File: src/rtl/edit_controller_pkg.sv
// Shared types and constants for the front-panel edit controller.
// Key indices order the debouncer bank inside the top level.
package edit_ctrl_pkg;

  typedef enum logic {
    RUN  = 1'b0,
    EDIT = 1'b1
  } state_t;

  localparam int unsigned NUM_SCREENS  = 4;
  localparam logic [2:0]  EDITPOS_LAST = 3'd7;

  localparam logic [1:0] SCREEN_TIME  = 2'd0;
  localparam logic [1:0] SCREEN_DATE  = 2'd1;
  localparam logic [1:0] SCREEN_ZONE  = 2'd2;
  localparam logic [1:0] SCREEN_ALARM = 2'd3;

  localparam int NUM_KEYS  = 4;
  localparam int KEY_MODE  = 0;
  localparam int KEY_NEXT  = 1;
  localparam int KEY_PLUS  = 2;
  localparam int KEY_MINUS = 3;

  function automatic logic [1:0] next_screen(input logic [1:0] s);
    return (32'(s) == NUM_SCREENS - 1) ? SCREEN_TIME : s + 2'd1;
  endfunction

endpackage

File: src/rtl/edit_controller_key_debounce.sv
// One push-button: 2-FF synchroniser, stable-sample debounce, and a
// one-cycle press flag when the accepted level falls to 0.
module key_debounce #(
  parameter int DEBOUNCE_CYCLES = 500000
) (
  input  logic clk,
  input  logic reset,
  input  logic key_raw,
  output logic level,
  output logic press
);

  localparam int CW = $clog2(DEBOUNCE_CYCLES + 1);
  localparam logic [CW-1:0] CNT_LAST = CW'(DEBOUNCE_CYCLES - 1);

  logic          sync1_q, sync1_d;
  logic          sync2_q, sync2_d;
  logic          level_q, level_d;
  logic          press_q, press_d;
  logic [CW-1:0] cnt_q, cnt_d;

  always_comb begin
    sync1_d = key_raw;
    sync2_d = sync1_q;
    level_d = level_q;
    press_d = 1'b0;
    cnt_d   = '0;
    // Count consecutive samples that disagree with the accepted level.
    if (sync2_q != level_q) begin
      if (cnt_q >= CNT_LAST) begin
        level_d = sync2_q;
        press_d = ~sync2_q;
      end else begin
        cnt_d = cnt_q + 1'b1;
      end
    end
  end

  always_ff @(posedge clk) begin
    if (reset) begin
      sync1_q <= 1'b1;
      sync2_q <= 1'b1;
      level_q <= 1'b1;
      press_q <= 1'b0;
      cnt_q   <= '0;
    end else begin
      sync1_q <= sync1_d;
      sync2_q <= sync2_d;
      level_q <= level_d;
      press_q <= press_d;
      cnt_q   <= cnt_d;
    end
  end

  assign level = level_q;
  assign press = press_q;

endmodule

File: src/rtl/edit_controller.sv
// RUN/EDIT sequencer for the clock/calendar front panel: debounced keys,
// screen and digit selection, step pulses with hold-to-repeat, timeout, blink.
module edit_controller
  import edit_ctrl_pkg::*;
#(
  parameter int DEBOUNCE_CYCLES = 500000,
  parameter int REPEAT_DELAY    = 25000000,
  parameter int REPEAT_PERIOD   = 5000000,
  parameter int TIMEOUT_CYCLES  = 500000000,
  parameter int BLINK_HALF      = 12500000
) (
  input  logic       clk,
  input  logic       reset,
  input  logic       KeyModeRaw,
  input  logic       KeyNextRaw,
  input  logic       KeyPlusRaw,
  input  logic       KeyMinusRaw,
  output logic       EditMode,
  output logic [2:0] EditPos,
  output logic [1:0] screen,
  output logic       KeyPlus,
  output logic       KeyMinus,
  output logic       Blink
);

  localparam int REP_MAX = (REPEAT_DELAY > REPEAT_PERIOD) ? REPEAT_DELAY : REPEAT_PERIOD;
  localparam int RW = $clog2(REP_MAX + 1);
  localparam int IW = $clog2(TIMEOUT_CYCLES + 1);
  localparam int BW = $clog2(BLINK_HALF + 1);
  localparam logic [RW-1:0] DELAY_LAST  = RW'(REPEAT_DELAY - 1);
  localparam logic [RW-1:0] PERIOD_LAST = RW'(REPEAT_PERIOD - 1);
  localparam logic [IW-1:0] IDLE_LAST   = IW'(TIMEOUT_CYCLES - 1);
  localparam logic [BW-1:0] BLINK_LAST  = BW'(BLINK_HALF - 1);

  logic key_raw   [NUM_KEYS];
  logic key_level [NUM_KEYS];
  logic key_press [NUM_KEYS];

  assign key_raw[KEY_MODE]  = KeyModeRaw;
  assign key_raw[KEY_NEXT]  = KeyNextRaw;
  assign key_raw[KEY_PLUS]  = KeyPlusRaw;
  assign key_raw[KEY_MINUS] = KeyMinusRaw;

  generate
    for (genvar gi = 0; gi < NUM_KEYS; gi++) begin : g_key
      key_debounce #(.DEBOUNCE_CYCLES(DEBOUNCE_CYCLES)) u_key (
        .clk     (clk),
        .reset   (reset),
        .key_raw (key_raw[gi]),
        .level   (key_level[gi]),
        .press   (key_press[gi])
      );
    end
  endgenerate

  state_t        state_q, state_d;
  logic [1:0]    screen_q, screen_d;
  logic [2:0]    edit_pos_q, edit_pos_d;
  logic          key_plus_q, key_plus_d;
  logic          key_minus_q, key_minus_d;
  logic          blink_q, blink_d;
  logic [BW-1:0] blink_cnt_q, blink_cnt_d;
  logic [IW-1:0] idle_q, idle_d;
  logic [RW-1:0] rep_cnt_q, rep_cnt_d;
  logic          rep_armed_q, rep_armed_d;
  logic          rep_phase_q, rep_phase_d;
  logic          rep_fire;

  logic mode_p, next_p, plus_p, minus_p, plus_held, minus_held;
  logic in_edit, any_press, timeout_hit, one_held;
  logic step_plus, step_minus, step_ev, rep_pulse;

  assign mode_p      = key_press[KEY_MODE];
  assign next_p      = key_press[KEY_NEXT];
  assign plus_p      = key_press[KEY_PLUS];
  assign minus_p     = key_press[KEY_MINUS];
  assign plus_held   = ~key_level[KEY_PLUS];
  assign minus_held  = ~key_level[KEY_MINUS];
  assign in_edit     = (state_q == EDIT);
  assign any_press   = mode_p | next_p | plus_p | minus_p;
  assign timeout_hit = in_edit & ~any_press & (idle_q >= IDLE_LAST);
  assign one_held    = plus_held ^ minus_held;
  assign step_plus   = plus_p & ~minus_p;
  assign step_minus  = minus_p & ~plus_p;
  assign step_ev     = in_edit & ~mode_p & ~next_p & (step_plus | step_minus);
  assign rep_pulse   = rep_fire & in_edit & ~mode_p & ~next_p & ~timeout_hit;

  always_ff @(posedge clk) begin
    if (reset) state_q <= RUN;
    else       state_q <= state_d;
  end

  always_comb begin
    state_d = state_q;
    case (state_q)
      RUN:  if (!mode_p && next_p) state_d = EDIT;
      EDIT: if (mode_p || timeout_hit) state_d = RUN;
      default: state_d = RUN;
    endcase
  end

  always_comb begin
    screen_d = screen_q;
    if (!in_edit && mode_p) screen_d = next_screen(screen_q);

    edit_pos_d = edit_pos_q;
    if (!in_edit || state_d == RUN) edit_pos_d = '0;
    else if (next_p) edit_pos_d = (edit_pos_q == EDITPOS_LAST) ? 3'd0 : edit_pos_q + 3'd1;

    // Repeat arms on an accepted step press and runs only while that key alone stays held.
    rep_fire    = 1'b0;
    rep_cnt_d   = rep_cnt_q;
    rep_armed_d = rep_armed_q;
    rep_phase_d = rep_phase_q;
    if (!in_edit || !one_held) begin
      rep_cnt_d   = '0;
      rep_armed_d = 1'b0;
      rep_phase_d = 1'b0;
    end else if (step_ev) begin
      rep_cnt_d   = '0;
      rep_armed_d = 1'b1;
      rep_phase_d = 1'b0;
    end else if (rep_armed_q) begin
      if (rep_cnt_q >= (rep_phase_q ? PERIOD_LAST : DELAY_LAST)) begin
        rep_fire    = 1'b1;
        rep_cnt_d   = '0;
        rep_phase_d = 1'b1;
      end else begin
        rep_cnt_d = rep_cnt_q + 1'b1;
      end
    end

    key_plus_d  = 1'b1;
    key_minus_d = 1'b1;
    if (step_ev) begin
      key_plus_d  = ~step_plus;
      key_minus_d = ~step_minus;
    end else if (rep_pulse) begin
      key_plus_d  = ~plus_held;
      key_minus_d = ~minus_held;
    end

    idle_d = '0;
    if (in_edit && !any_press && state_d == EDIT)
      idle_d = (idle_q >= IDLE_LAST) ? idle_q : idle_q + 1'b1;

    blink_d     = blink_q;
    blink_cnt_d = blink_cnt_q;
    if (state_d == RUN || !in_edit || next_p || plus_p || minus_p || rep_pulse) begin
      blink_d     = 1'b1;
      blink_cnt_d = '0;
    end else if (blink_cnt_q >= BLINK_LAST) begin
      blink_d     = ~blink_q;
      blink_cnt_d = '0;
    end else begin
      blink_cnt_d = blink_cnt_q + 1'b1;
    end
  end

  always_ff @(posedge clk) begin
    if (reset) begin
      screen_q    <= SCREEN_TIME;
      edit_pos_q  <= '0;
      key_plus_q  <= 1'b1;
      key_minus_q <= 1'b1;
      blink_q     <= 1'b1;
      blink_cnt_q <= '0;
      idle_q      <= '0;
      rep_cnt_q   <= '0;
      rep_armed_q <= 1'b0;
      rep_phase_q <= 1'b0;
    end else begin
      screen_q    <= screen_d;
      edit_pos_q  <= edit_pos_d;
      key_plus_q  <= key_plus_d;
      key_minus_q <= key_minus_d;
      blink_q     <= blink_d;
      blink_cnt_q <= blink_cnt_d;
      idle_q      <= idle_d;
      rep_cnt_q   <= rep_cnt_d;
      rep_armed_q <= rep_armed_d;
      rep_phase_q <= rep_phase_d;
    end
  end

  assign EditMode = (state_q == EDIT);
  assign EditPos  = edit_pos_q;
  assign screen   = screen_q;
  assign KeyPlus  = key_plus_q;
  assign KeyMinus = key_minus_q;
  assign Blink    = blink_q;

endmodule

File: config.mk
export PLATFORM = sky130hd
export DESIGN_NAME = edit_controller
export DESIGN_NICKNAME = d
export VERILOG_FILES = /design/src/rtl/edit_controller_pkg.sv /design/src/rtl/edit_controller_key_debounce.sv /design/src/rtl/edit_controller.sv
export SDC_FILE = /design/constraint.sdc
export NUM_CORES = 1
export LEC_CHECK = 0
export BUFFER_PORTS_ARGS = -buffer_cell sky130_fd_sc_hd__buf_2
export CAP_MARGIN = 10
export CORE_ASPECT_RATIO = 1.2
export CORE_MARGIN = 2
export CORE_UTILIZATION = 30
export DETAILED_ROUTE_END_ITERATION = 12
export GPL_TIMING_DRIVEN = 0
export MAX_ROUTING_LAYER = met4
export PLACE_DENSITY = 0.57
export SYNTH_ARGS = -nofsm -noshare
export SYNTH_HDL_FRONTEND = slang
export SYNTH_SLANG_ARGS = --single-unit
File: constraint.sdc
create_clock -name clk -period 2.5 [get_ports clk]
set_input_delay 0.5 -clock clk [delete_from_list [all_inputs] [get_ports clk]]
set_output_delay 0.5 -clock clk [all_outputs]
set_load 0.02 [all_outputs]
# [Word level (Yosys, flattened, before mapping)]
# Cells that the tools add are included.
# Widths: inputs -> output; s select.
[classes] addsub=9 mul=0 div=0 n_lt_le_gt_ge=7 eq_ne=6 shifts=0 n_mux=15 n_bitwise=42 n_reduce_logical=34
[ops] cell="$add 19x1->19 const B" count=4
[ops] cell="$ge 19x19->1 const B" count=4
[ops] cell="$mux 25" count=2
[ops] cell="$reduce_or 3->1" count=10
[ops] cell="$add 29x1->29 const B" count=1
[ops] cell="$ge 29x29->1 const B" count=1
[ops] cell="$not 1->1" count=26
[ops] cell="$add 25x1->25 const B" count=1
[ops] cell="$ge 25x25->1" count=1
[ops] cell="$add 24x1->24 const B" count=1
[ops] cell="$ge 24x24->1 const B" count=1
[ops] cell="$and 1x1->1" count=11
[ops] cell="$mux 1" count=10
[ops] cell="$reduce_and 2->1" count=5
[ops] cell="$reduce_or 2->1" count=4
[ops] cell="$logic_or 1x1->1" count=7
[ops] cell="$logic_and 1x1->1" count=4
[ops] cell="$logic_not 1->1" count=4
[ops] cell="$ne 1x1->1" count=4
[ops] cell="$or 1x1->1" count=4
[ops] cell="$add 3x1->3 const B" count=1
[ops] cell="$eq 3x3->1 const B" count=1
[ops] cell="$mux 3" count=1
[ops] cell="$add 2x1->2 const B" count=1
[ops] cell="other kinds (4)" count=4
[word_totals] regBits=181 latchBits=0 ram_bits=0 rom_bits=0 in_bits=6 output_inout_bits=9 word_cells=144 mem_count=0

# [Logic depth before layout (Yosys ltp)]
[logic_depth] depth_word=16 mapped_depth=9 ltp_nobuf=8

# [Hierarchy]
# A second synthesis with hierarchy kept.
[hier_totals] hier_cells=967 area_unflattened_um2=8599.5
[by_module_without_submodules] mod="edit_controller" n_inst=1 cells_per_inst=527 area_each_um2=4635.7 seq_area_each_um2=1781.7
[by_module_without_submodules] mod="key_debounce" n_inst=4 cells_per_inst=110 area_each_um2=991.0 seq_area_each_um2=460.4

# [Worst setup path after synthesis]
# Ideal clock, no wire load.
[synth_path] path_type="reg-to-reg" from="register rep_phase_q" to="register blink_cnt_q[10]" setup_time_ns=0.064 arrival_ns=2.316 required_time_ns=2.436 path_slack_ns=0.120 stages_incl_launch_ff=10 path_buffers=1 period_less_slack_ns=2.380 cell_sequence="dfxtp_1 inv_1 ha_1 and3_1 a211o_1 a2111o_1 a21oi_2 o211ai_2 buf_2 nor2_1"
[synth_between] elab_chain_cells=12
[synth_rtl] item="from (decl)" line="edit_controller.sv:66" source="logic rep_phase_q, rep_phase_d;"
[synth_rtl] item="from (signal assigned)" line="edit_controller.sv:182" source="rep_phase_q <= rep_phase_d;"
[synth_rtl] item="$mux 25" line="edit_controller.sv:124" source="if (rep_cnt_q >= (rep_phase_q ? PERIOD_LAST : DELAY_LAST)) begin"
[synth_rtl] item="$ge 25x25->1" line="edit_controller.sv:124"
[synth_rtl] item="$mux 1" line="edit_controller.sv:124"
[synth_rtl] item="$mux 1" line="edit_controller.sv:123" source="end else if (rep_armed_q) begin"
[synth_rtl] item="$mux 1" line="edit_controller.sv:119" source="end else if (step_ev) begin"
[synth_rtl] item="$mux 1" line="edit_controller.sv:115" source="if (!in_edit || !one_held) begin"
[synth_rtl] item="$and 1x1->1 (4 in series)" line="edit_controller.sv:86" source="assign rep_pulse = rep_fire & in_edit & ~mode_p & ~next_p & ~timeout_hit;"
[synth_rtl] item="$logic_or 1x1->1" line="edit_controller.sv:149" source="if (state_d == RUN || !in_edit || next_p || plus_p || minus_p || rep_pulse) begin"
[synth_rtl] item="$reduce_or 3->1 (no line)"
[synth_rtl] item="to (signal assigned)" line="edit_controller.sv:178" source="blink_cnt_q <= blink_cnt_d;"
[synth_rtl] item="to (decl)" line="edit_controller.sv:62" source="logic [BW-1:0] blink_cnt_q, blink_cnt_d;"
# No other way between the ends.
# A chain may end at the register's enable or synchronous reset.

# [Final worst setup path]
[layout_path] from="register rep_phase_q" to="register blink_cnt_q[14]"
# The elaborated chain is that of the path after synthesis.

==> flow_metrics.env <==
export IMPL_antenna_cells=0
export IMPL_clock_fmax_ghz=0.422
export IMPL_num_io_pins=15
export IMPL_synth_cell_types=52
export IMPL_routed_wl_um=15100
export IMPL_fin_util=0.351
export IMPL_reg2reg_from="rep_phase_q$_SDFFE_PP0N_"
export IMPL_power_leakage_nw=3.08
export IMPL_dp_hpwl_um=10600
export IMPL_rows=65
export IMPL_cts_htree_levels=4
export IMPL_antenna_found_initial=0
export IMPL_worstPathArrival_ns=2.74
export IMPL_grt_pass1_wl_um=27200
export IMPL_drv_cap=0
export IMPL_stdcell_area_um2=9250
export IMPL_seq_area_frac_synth=0.450
export IMPL_syn_num_nets=946
export IMPL_die_height_um=183
export IMPL_finalSetupViolCount=0
export IMPL_worstRegToRegCells=9
export IMPL_tightestPinTransition_ns=0.774
export IMPL_synthCells=920
export IMPL_hold_start="KeyMinusRaw"
export IMPL_path_clk_slew_ns=0.07
export IMPL_endpoint_kind="flip-flop"
export IMPL_syn_area_per_cell_um2=8.74
export IMPL_ff2ff_setup_slack_ns=0.13
export IMPL_power_density_nw_per_um2=613
export IMPL_fin_ws_ns=0.128
export IMPL_critical_path_class="flip-flop to flip-flop"
export IMPL_start_util=0.305
export IMPL_drt_initial_drc_count=257
export IMPL_drt_first_pass_iters=4
export IMPL_startpoint_type="flip-flop"
export IMPL_grt_overflow=0
export IMPL_ir_drop_mv=0.437
export IMPL_globalplace_congestion=0.797
export IMPL_die_area_um2=28100
export IMPL_holdPathEnd="g_key[3].u_key.sync1_q$_SDFF_PP1_"
export IMPL_drc=0
export IMPL_syn_area_um2=8050
export IMPL_r2r_end="blink_cnt_q[14]$_SDFF_PP0_"
export IMPL_post_drt_wl_per_cell_um=11.6
export IMPL_final_max_slew_violation_count=0
export IMPL_skew_ns=0.0109
export IMPL_slew_headroom=0.480
export IMPL_status="completed"
export IMPL_clock_latency_ns=0.43
export IMPL_rsz0062_at_grt="false"
export IMPL_post_place_ws_ns=-0.306
export IMPL_min_period_over_period=0.949
export IMPL_hold_path_class="input pin to flip-flop"
export IMPL_hold_viol=0
export IMPL_final_nets=979
export IMPL_grt_max_degree=17
export IMPL_vias=6112
export IMPL_area_delta_synth_final_pct=15.0
export IMPL_grtUsageTotal=0.118
export IMPL_fin_crit_ns=2.37
export IMPL_synth_async_reset_ratio=0
export IMPL_via_per_inst=4.70
export IMPL_layout_drive_gt1_share=0.0880
export IMPL_cts_inserted_buffers=17
export IMPL_cts_hold_buf=0
export IMPL_cp_max_fo=10
export IMPL_core_area_um2=26400
export IMPL_grt_pass1_vias=5954
export IMPL_yosys_register_bits=181
export IMPL_ys_flop_type="dfxtp_1"
export IMPL_drtAntennaViolNets=0
export IMPL_min_path_cells=2
export IMPL_die_w_um=153
export IMPL_cts_root_buffer="clkbuf_16"
export IMPL_synth_edf_count=0
export IMPL_place_area_um2=8530
export IMPL_finalNonFillerCells=1301
export IMPL_dp_cells=1268
export IMPL_clock_sinks=181
export IMPL_worstPathRequired_ns=2.86
export IMPL_io_buffers=13
export IMPL_yosys_warnings=0
export IMPL_cts_path_max_buffers=2
export IMPL_cts_tree="yes"
worst max-delay path: stages, from the launching register on:
cell	delay, ns
dfxtp_4	0.38
inv_1	0.14
ha_4	0.22
and3_1	0.17
a211o_1	0.29
a2111o_1	0.44
a21oi_4	0.24
o211ai_4	0.13
buf_4	0.19
nor2_1	0.11
power by group:
part	switching, mW	internal (mW)	leakage [nW]	total [mW]
Combinational	0.0224	0.0127	1.33	0.0351
Clock	1.17	1.58	0.297	2.75
Sequential	0.00465	2.89	1.46	2.89
Total	1.20	4.48	3.08	5.67
layout by cell type (no fill, tap or decap), drive strengths merged, types with 6 or more instances in the layout:
cell / instances
o21ai: 11
and3: 35
xor2: 82
nand2: 49
nand3: 58
ha: 20
nor4: 18
or2: 9
nor3: 19
and4: 13
dfxtp: 181
nand4: 37
a21oi: 15
inv: 33
o211ai: 6
buf: 26
xnor2: 56
nor2: 191
clkbuf: 37
worst max-delay path by stage:
stage / startpoint / endpoint / slack (ns) / depth (start not counted)
2_1_floorplan: rep_phase_q$_SDFFE_PP0N_ / blink_cnt_q[10]$_SDFF_PP0_ / 0.12 / 9
3_3_place_gp: rep_phase_q$_SDFFE_PP0N_ / blink_cnt_q[7]$_SDFF_PP0_ / -0.28 / 8
3_5_place_dp: rep_phase_q$_SDFFE_PP0N_ / blink_cnt_q[14]$_SDFF_PP0_ / -0.31 / 8
4_1_cts: g_key[1].u_key.cnt_q[0]$_SDFF_PP0_ / g_key[1].u_key.cnt_q[10]$_SDFF_PP0_ / 0.004 / 9
5_1_grt: rep_phase_q$_SDFFE_PP0N_ / blink_cnt_q[13]$_SDFF_PP0_ / 0.01 / 9
6_report: rep_phase_q$_SDFFE_PP0N_ / blink_cnt_q[14]$_SDFF_PP0_ / 0.13 / 9
sequential cells by signal, indices dropped and copies added (netlist names):
signal and flops:
g_key.u_key.cnt_q 76, idle_q 29, rep_cnt_q 25, blink_cnt_q 24
g_key.u_key.level 4, g_key.u_key.press 4, g_key.u_key.sync1_q 4, g_key.u_key.sync2_q 4
EditPos 3, screen 2, Blink 1, EditMode 1
KeyMinus 1, KeyPlus 1, rep_armed_q 1, rep_phase_q 1
stage by stage:
| stage | hold slack [ns] | TNS, ns | total power, mW |
|---|---|---|---|
| finish | 0.247 | 0 | 5.67 |
| global route | 0.237 | 0 | 5.90 |
| CTS | 0.232 | 0 | 5.76 |
| detailed placement | 0.392 | -11.21 | 3.00 |
| global placement | 0.394 | -10.37 | 3.00 |
| floorplan | 0.389 | 0 | 2.98 |
logic make-up after synthesis:
| family | Yosys count | synth area share |
|---|---|---|
| flops | 181 | 0.450 |
| simple gates | 464 | 0.284 |
| buf+inv | 55 | 0.0277 |
| fa+ha+maj | 20 | 0.0311 |
| mux | 3 | 0.00373 |
| compound gates | 59 | 0.0527 |
| xor+xnor | 138 | 0.150 |
what timing repair did:
action                                  in CTS  in global routing
buffers inserted                             1                  3
gates cloned                                 0                  0
resized for setup                           11                 12
endpoints found under the setup margin      49                 93
hold endpoints to repair                     0                  0
pin swaps                                    1                  4
routing by layer:
metal | vias up | share of wire | global-route usage
li1 | 3222 | - | -
met1 | 2828 | 0.48 | 0.138
met2 | 45 | 0.47 | 0.196
met3 | 17 | 0.035 | 0.0362
met4 | 0 | 0.014 | 0.0349
met5 | - | 0 | -
Yosys cell counts, types with 3 or more instances:
| master | n | share of area |
|---|---|---|
| nand4b_1 | 5 | 0.0054 |
| a41oi_1 | 3 | 0.0033 |
| nor2_1 | 190 | 0.089 |
| nand3_1 | 58 | 0.036 |
| o211ai_1 | 5 | 0.0047 |
| nand2_1 | 49 | 0.023 |
| inv_1 | 27 | 0.013 |
| and4_1 | 13 | 0.014 |
| a31oi_1 | 5 | 0.0039 |
| clkbuf_1 | 17 | 0.0079 |
| xor2_1 | 82 | 0.089 |
| xnor2_1 | 56 | 0.061 |
| and2_1 | 5 | 0.0039 |
| mux2i_1 | 3 | 0.0037 |
| ha_1 | 20 | 0.031 |
| and3_1 | 35 | 0.027 |
| or3_1 | 5 | 0.0039 |
| nor3_1 | 19 | 0.012 |
| or2_2 | 9 | 0.0070 |
| a21oi_1 | 14 | 0.0087 |
| o21ai_0 | 10 | 0.0062 |
| nor2b_1 | 4 | 0.0031 |
| nand2b_1 | 4 | 0.0031 |
| nor4b_1 | 4 | 0.0044 |
| or4_1 | 4 | 0.0037 |
| nand4_1 | 37 | 0.029 |
| buf_2 | 10 | 0.0062 |
| dfxtp_1 | 181 | 0.45 |
| nor4_1 | 18 | 0.014 |
final cells by class:
class                           count  area (um2)
Multi-Input combinational cell    684        4270
Sequential cell                   181        3630
Fill cell                        2749       17100
Inverter                           27         101
Clock inverter                     11         136
Clock buffer                       21         470
Tap cell                          335         419
Buffer                             25         130
Timing Repair Buffer               17        95.1
Power figures use the tool's default switching activity.
